**src/rtl/input_debounce.sv**
```systemverilog
// -----------------------------------------------------------------------------
// input_debounce
//
// Two-channel push-button/switch conditioner. It sits in front of the
// logic-gate block. Each channel has these stages:
//   raw pin -> 2-FF synchroniser -> polarity fix -> saturating debounce counter
//           -> stable-level register -> registered rise/fall strobes
//
// A new synchronised level is accepted once it has been seen on N consecutive
// clocks, where N = CLK_HZ/1000*DEBOUNCE_MS and N is at least 1. A steady raw
// change reaches a/b exactly 2+N rising edges after the first edge that
// samples it. Every output is registered, so no combinational path runs from
// a raw pin to an output.
//
// Optional build macro: DEBOUNCE_TOGGLE_EN
//   When it is defined, a/b act as toggle latches. Each debounced press inverts
//   the output and releases are ignored. The rise/fall strobes still report
//   the physical press and release of the button.
//
// Ports:
//   clk        in   system clock, rising-edge logic
//   rst_n      in   synchronous active-low reset
//   btn_a_raw  in   asynchronous raw pin, channel A
//   btn_b_raw  in   asynchronous raw pin, channel B
//   a, b       out  debounced logical level (1 = pressed) or toggle state
//   a_rise     out  one-cycle strobe, debounced A press
//   a_fall     out  one-cycle strobe, debounced A release
//   b_rise     out  one-cycle strobe, debounced B press
//   b_fall     out  one-cycle strobe, debounced B release
// -----------------------------------------------------------------------------
module input_debounce #(
    parameter int CLK_HZ      = 27000000,
    parameter int DEBOUNCE_MS = 10,
    parameter int ACTIVE_LOW  = 1
) (
    input  logic clk,
    input  logic rst_n,
    input  logic btn_a_raw,
    input  logic btn_b_raw,
    output logic a,
    output logic b,
    output logic a_rise,
    output logic a_fall,
    output logic b_rise,
    output logic b_fall
);

    localparam int N_CALC = CLK_HZ / 1000 * DEBOUNCE_MS;
    localparam int N      = (N_CALC < 1) ? 1 : N_CALC;
    localparam int CW     = $clog2(N + 1);

    localparam logic [CW-1:0] LAST     = CW'(N - 1);
    // Raw pin level that means "not pressed".
    localparam logic          INACTIVE = (ACTIVE_LOW != 0);

    logic [1:0] raw;
    logic [1:0] level_v;
    logic [1:0] rise_v;
    logic [1:0] fall_v;

    assign raw = {btn_b_raw, btn_a_raw};

    for (genvar i = 0; i < 2; i++) begin : g_ch
        logic          sync1;
        logic          sync2;
        logic          s;
        logic          stable;
        logic          accept;
        logic          rise;
        logic          fall;
        logic          level;
        logic [CW-1:0] cnt;

        // Logical sample: 1 means pressed, whatever the pin polarity.
        assign s      = sync2 ^ INACTIVE;
        // Seen for N-1 earlier cycles and still different now: accept on this edge.
        assign accept = (s != stable) && (cnt == LAST);

        always_ff @(posedge clk) begin
            if (!rst_n) begin
                sync1  <= INACTIVE;
                sync2  <= INACTIVE;
                stable <= 1'b0;
                cnt    <= '0;
                rise   <= 1'b0;
                fall   <= 1'b0;
            end else begin
                sync1 <= raw[i];
                sync2 <= sync1;
                if (s == stable) begin
                    cnt <= '0;
                end else if (accept) begin
                    stable <= s;
                    cnt    <= '0;
                end else begin
                    cnt <= cnt + 1'b1;
                end
                // Strobes are registered next to stable, so they line up with the level change.
                rise <= accept & s;
                fall <= accept & ~s;
            end
        end

`ifdef DEBOUNCE_TOGGLE_EN
        logic toggle;

        always_ff @(posedge clk) begin
            if (!rst_n) begin
                toggle <= 1'b0;
            end else if (accept && s) begin
                toggle <= ~toggle;
            end
        end

        assign level = toggle;
`else
        assign level = stable;
`endif

        assign level_v[i] = level;
        assign rise_v[i]  = rise;
        assign fall_v[i]  = fall;
    end

    assign a      = level_v[0];
    assign b      = level_v[1];
    assign a_rise = rise_v[0];
    assign a_fall = fall_v[0];
    assign b_rise = rise_v[1];
    assign b_fall = fall_v[1];

endmodule

```
**config.mk**
```make
export PLATFORM = sky130hd
export DESIGN_NAME = input_debounce
export DESIGN_NICKNAME = d
export VERILOG_FILES = /design/src/rtl/input_debounce.sv
export SDC_FILE = /design/constraint.sdc
export NUM_CORES = 1
export LEC_CHECK = 0
export BUFFER_PORTS_ARGS = -buffer_cell sky130_fd_sc_hd__clkbuf_2
export CORE_MARGIN = 1
export CORE_UTILIZATION = 45
export DETAILED_ROUTE_END_ITERATION = 12
export PLACE_DENSITY_LB_ADDON = 0.3
export RECOVER_POWER = 50
export SYNTH_ARGS = -nofsm -noshare
export SYNTH_HDL_FRONTEND = slang
export SYNTH_SLANG_ARGS = --single-unit
```
**constraint.sdc**
```tcl
create_clock -name clk -period 5.1 [get_ports clk]
set_input_delay 1.02 -clock clk [delete_from_list [all_inputs] [get_ports clk]]
set_output_delay 1.02 -clock clk [all_outputs]
set_load 0.01 [all_outputs]
```
==> flow_summary.yaml <==
floorplanning:
  io_pins: 10
  chipWidth_um: 69.3
  row_count: 24
  initial_utilization_pct: 46.8
  die_h_um: 69.3
  die-area_mm2: 0.00480
  core_area_mm2: 0.00435
critical_path:
  slowest_delay_ns: 1.30
  worst_ep_arrival_time_ns: 2.84
  crit_fanout: 15
  ff2ff_setup_slack_ns: 2.38
  worst_path_max_delay_cell: "o21ai_0"
  cp-end-kind: "flop"
  reg2reg_from: "g_ch[0].cnt[0]$_SDFF_PP0_"
  r2r_end: "g_ch[0].cnt[8]$_SDFF_PP0_"
  start_kind: "flop"
  endpoint: "g_ch[0].cnt[8]$_SDFF_PP0_"
  path_class: "reg -> reg"
  cp.required_ns: 5.22
  critPathLaunch: "g_ch[0].cnt[0]$_SDFF_PP0_"
  rr_worst_depth: 5
  crit_path_cell_trace: "ha_1 -> and3_1 -> nand4_1 -> o21ai_0 -> nor2_1"
layout:
  fillCellCount: 415
  utilization_pct: 50.9
  area_growth_pct: 8.85
  drive_gt1_share_pct: 5.28
  regArea_um2: 961
  final_area_mm2: 0.00222
  finalNetCount: 251
  antenna_cells: 0
  multi_input_area_mm2: 0.00103
synthesis:
  yosys_warnings: 0
  synth-seq-cells: 48
  synthAdderAreaFrac_pct: 1.23
  ys_seq_area_share_pct: 47.2
  synth_top_family_by_area: "simple AND/OR/NAND/NOR gates"
  syn_inst: 232
  netlist_area_mm2: 0.00204
  synth_edf_count: 0
  synthXorXnorAreaFrac_pct: 11.6
  syn_nets: 238
  syn_area_per_cell_um2: 8.78
  synth_cell_type_count: 31
  synth-compound-area-share_pct: 4.79
  synthFlopType: "dfxtp_1"
  synth.area.mux_share_pct: 0.983
  yosys.area_share.simple_pct: 31.9
  synthArstFlopShare_pct: 0
sta:
  slew_headroom_pct: -11.5
  fmax_ghz: 0.368
  drv_slew: 16
  setup_viol: 0
  finalSetupTns_ns: 0
  holdWs_ns: 0.415
  skew_ns: 0.00342
  grt_setup_unrepaired: "false"
  tightest_slew_ns: 1.66
  hold_viol: 0
  post-route-min-period_ns: 2.72
  layout_setup_ws_ns: 2.38
  finalCritPeriodShare_pct: 53.4
hold_path:
  hp-class: "reg -> reg"
route:
  drt_pass1_iterations: 4
  drc_errors: 0
  detail-route-antenna-nets: 0
  drt_wl_total_um: 3540
  via_count: 1575
  drt_iter0_drc: 82
  avgViaCountPerCell: 5.29
  post_drt_wl_per_cell_um: 11.9
placed_design:
  gp_congestion: 0.768
  io_buffers: 9
  post-dp-hpwl_um: 2490
  place_ws_ns: 2.80
  place_area_mm2: 0.00213
clock_network:
  cts_sinks: 48
  cts_buffers: 5
  path_clk_slew_ns: 0.08
  clockBufferDepth: 2
  root_buffer: "clkbuf_8"
  htreeDepth: 2
  postCtsSetupRepairBufs: 0
  clk_latency_ns: 0.30
  postCtsHoldBufs: 0
  cts_tree: "yes"
  cts_resized: 0
pwr:
  ir_worst_vdd_mv: 0.107
  power.density_mw_per_mm2: 279
  p_leak_uw: 0.000657
global_route:
  overflow: 0
  grt_use_total_pct: 15.9
  antenna_found_initial: 0
  grt_max_degree: 18
  grt_pass1_wl_um: 6110
  grt_pass1_vias: 1404
outcome:
  violations: "max-capacitance violations, max-slew violations"
  status: "finished with violations"
job:
  maxCapViolCount: 1
==> cells in the mapped netlist (2+ instances only) <==
cell,n,share of area (%)
a21oi_1,7,1.7
and2_1,2,0.61
and3_1,6,1.8
and4_1,4,1.7
buf_2,2,0.49
dfxtp_1,48,47
ha_1,2,1.2
inv_1,9,1.7
mux2i_1,2,0.98
nand2_1,8,1.5
nand2b_1,4,1.2
nand3_1,16,3.9
nand4_1,10,3.1
nor2_1,42,7.7
nor3_1,10,2.5
nor4_1,10,3.1
nor4b_1,2,0.86
nor4bb_1,2,0.98
o21ai_0,6,1.5
o21ai_1,2,0.49
or3_1,3,0.92
xnor2_1,21,9.0
xor2_1,6,2.6
==> layout by cell type, fill, tap and decap left out, drive strengths merged, types with 7 or more instances in the layout <==
cell,Yosys,layout
nand2,8,8
inv,9,9
dfxtp,48,48
clkbuf,1,15
nand3,16,16
nor4,10,10
a21oi,7,7
nor2,42,42
nand4,11,11
o21ai,8,8
xnor2,21,21
nor3,10,10
==> cell type report <==
| type | instances | area share (%) |
|---|---|---|
| clock buffer | 6 | 3.72 |
| clock inverter | 2 | 0.451 |
| inverter | 9 | 1.52 |
| multi-input combinational | 172 | 46.4 |
| sequential | 48 | 43.3 |
| tap | 52 | 2.93 |
| timing repair buffer | 9 | 1.64 |
==> worst max-delay path, delay by kind of cell, from the launching register on <==
family / cells / cell delay (ns)
AO/OA/AOI/OAI: 1 / 1.30
adder cells (fa/ha/maj): 1 / 0.21
flip-flops: 1 / 0.38
AND/OR/NAND/NOR: 3 / 0.65
==> routing by layer <==
layer | wire length (um) | vias to the layer above | global-route usage [%] | part of all wire (%)
li1 | - | 845 | - | -
met1 | 1900 | 695 | 21.5 | 54
met5 | 0 | - | 0 | 0
met2 | 1430 | 27 | 23.0 | 40
met4 | 69 | 0 | 6.80 | 1.9
met3 | 144 | 8 | 5.23 | 4.1
==> through the flow <==
step	total power, uW	cells
after floorplan	391	232
after global placement	394	290
after detailed placement	394	290
after CTS	624	298
after global routing	637	298
final	618	298
==> cell families (layout without fill, tap and decap cells) <==
group | Yosys count | count (layout)
buffers and inverters | 12 | 26
adders and majority gates | 2 | 2
and+or+nand+nor | 123 | 123
DFF | 48 | 48
xor gates and xnor gates | 27 | 27
AOI/OAI and AO/OA | 18 | 18
muxes | 2 | 2
==> sequential cells by signal (all words and copies together) (netlist names) <==
name,flops
a,1
a_fall,1
a_rise,1
b,1
b_fall,1
b_rise,1
g_ch.cnt,38
g_ch.sync1,2
g_ch.sync2,2
==> worst min-delay path by stage <==
stage	end	from	slack (ns)	cells after the start
6_report	g_ch[0].sync2$_SDFF_PN1_	g_ch[0].sync1$_SDFF_PN1_	0.42	1
4_1_cts	g_ch[0].sync2$_SDFF_PN1_	g_ch[0].sync1$_SDFF_PN1_	0.42	1
3_3_place_gp	g_ch[0].sync2$_SDFF_PN1_	g_ch[0].sync1$_SDFF_PN1_	0.40	1
3_5_place_dp	g_ch[0].sync2$_SDFF_PN1_	g_ch[0].sync1$_SDFF_PN1_	0.40	1
5_1_grt	g_ch[0].sync2$_SDFF_PN1_	g_ch[0].sync1$_SDFF_PN1_	0.43	1
2_1_floorplan	g_ch[0].sync2$_SDFF_PN1_	g_ch[0].sync1$_SDFF_PN1_	0.39	1
==> power breakdown <==
group	internal [uW]	leakage, uW	switching, uW
sequential	376	0.000388	1.31
clock	108	0.0000510	124
combinational	2.78	0.000218	4.64
total	487	0.000657	130
Power figures use the tool's default switching activity.
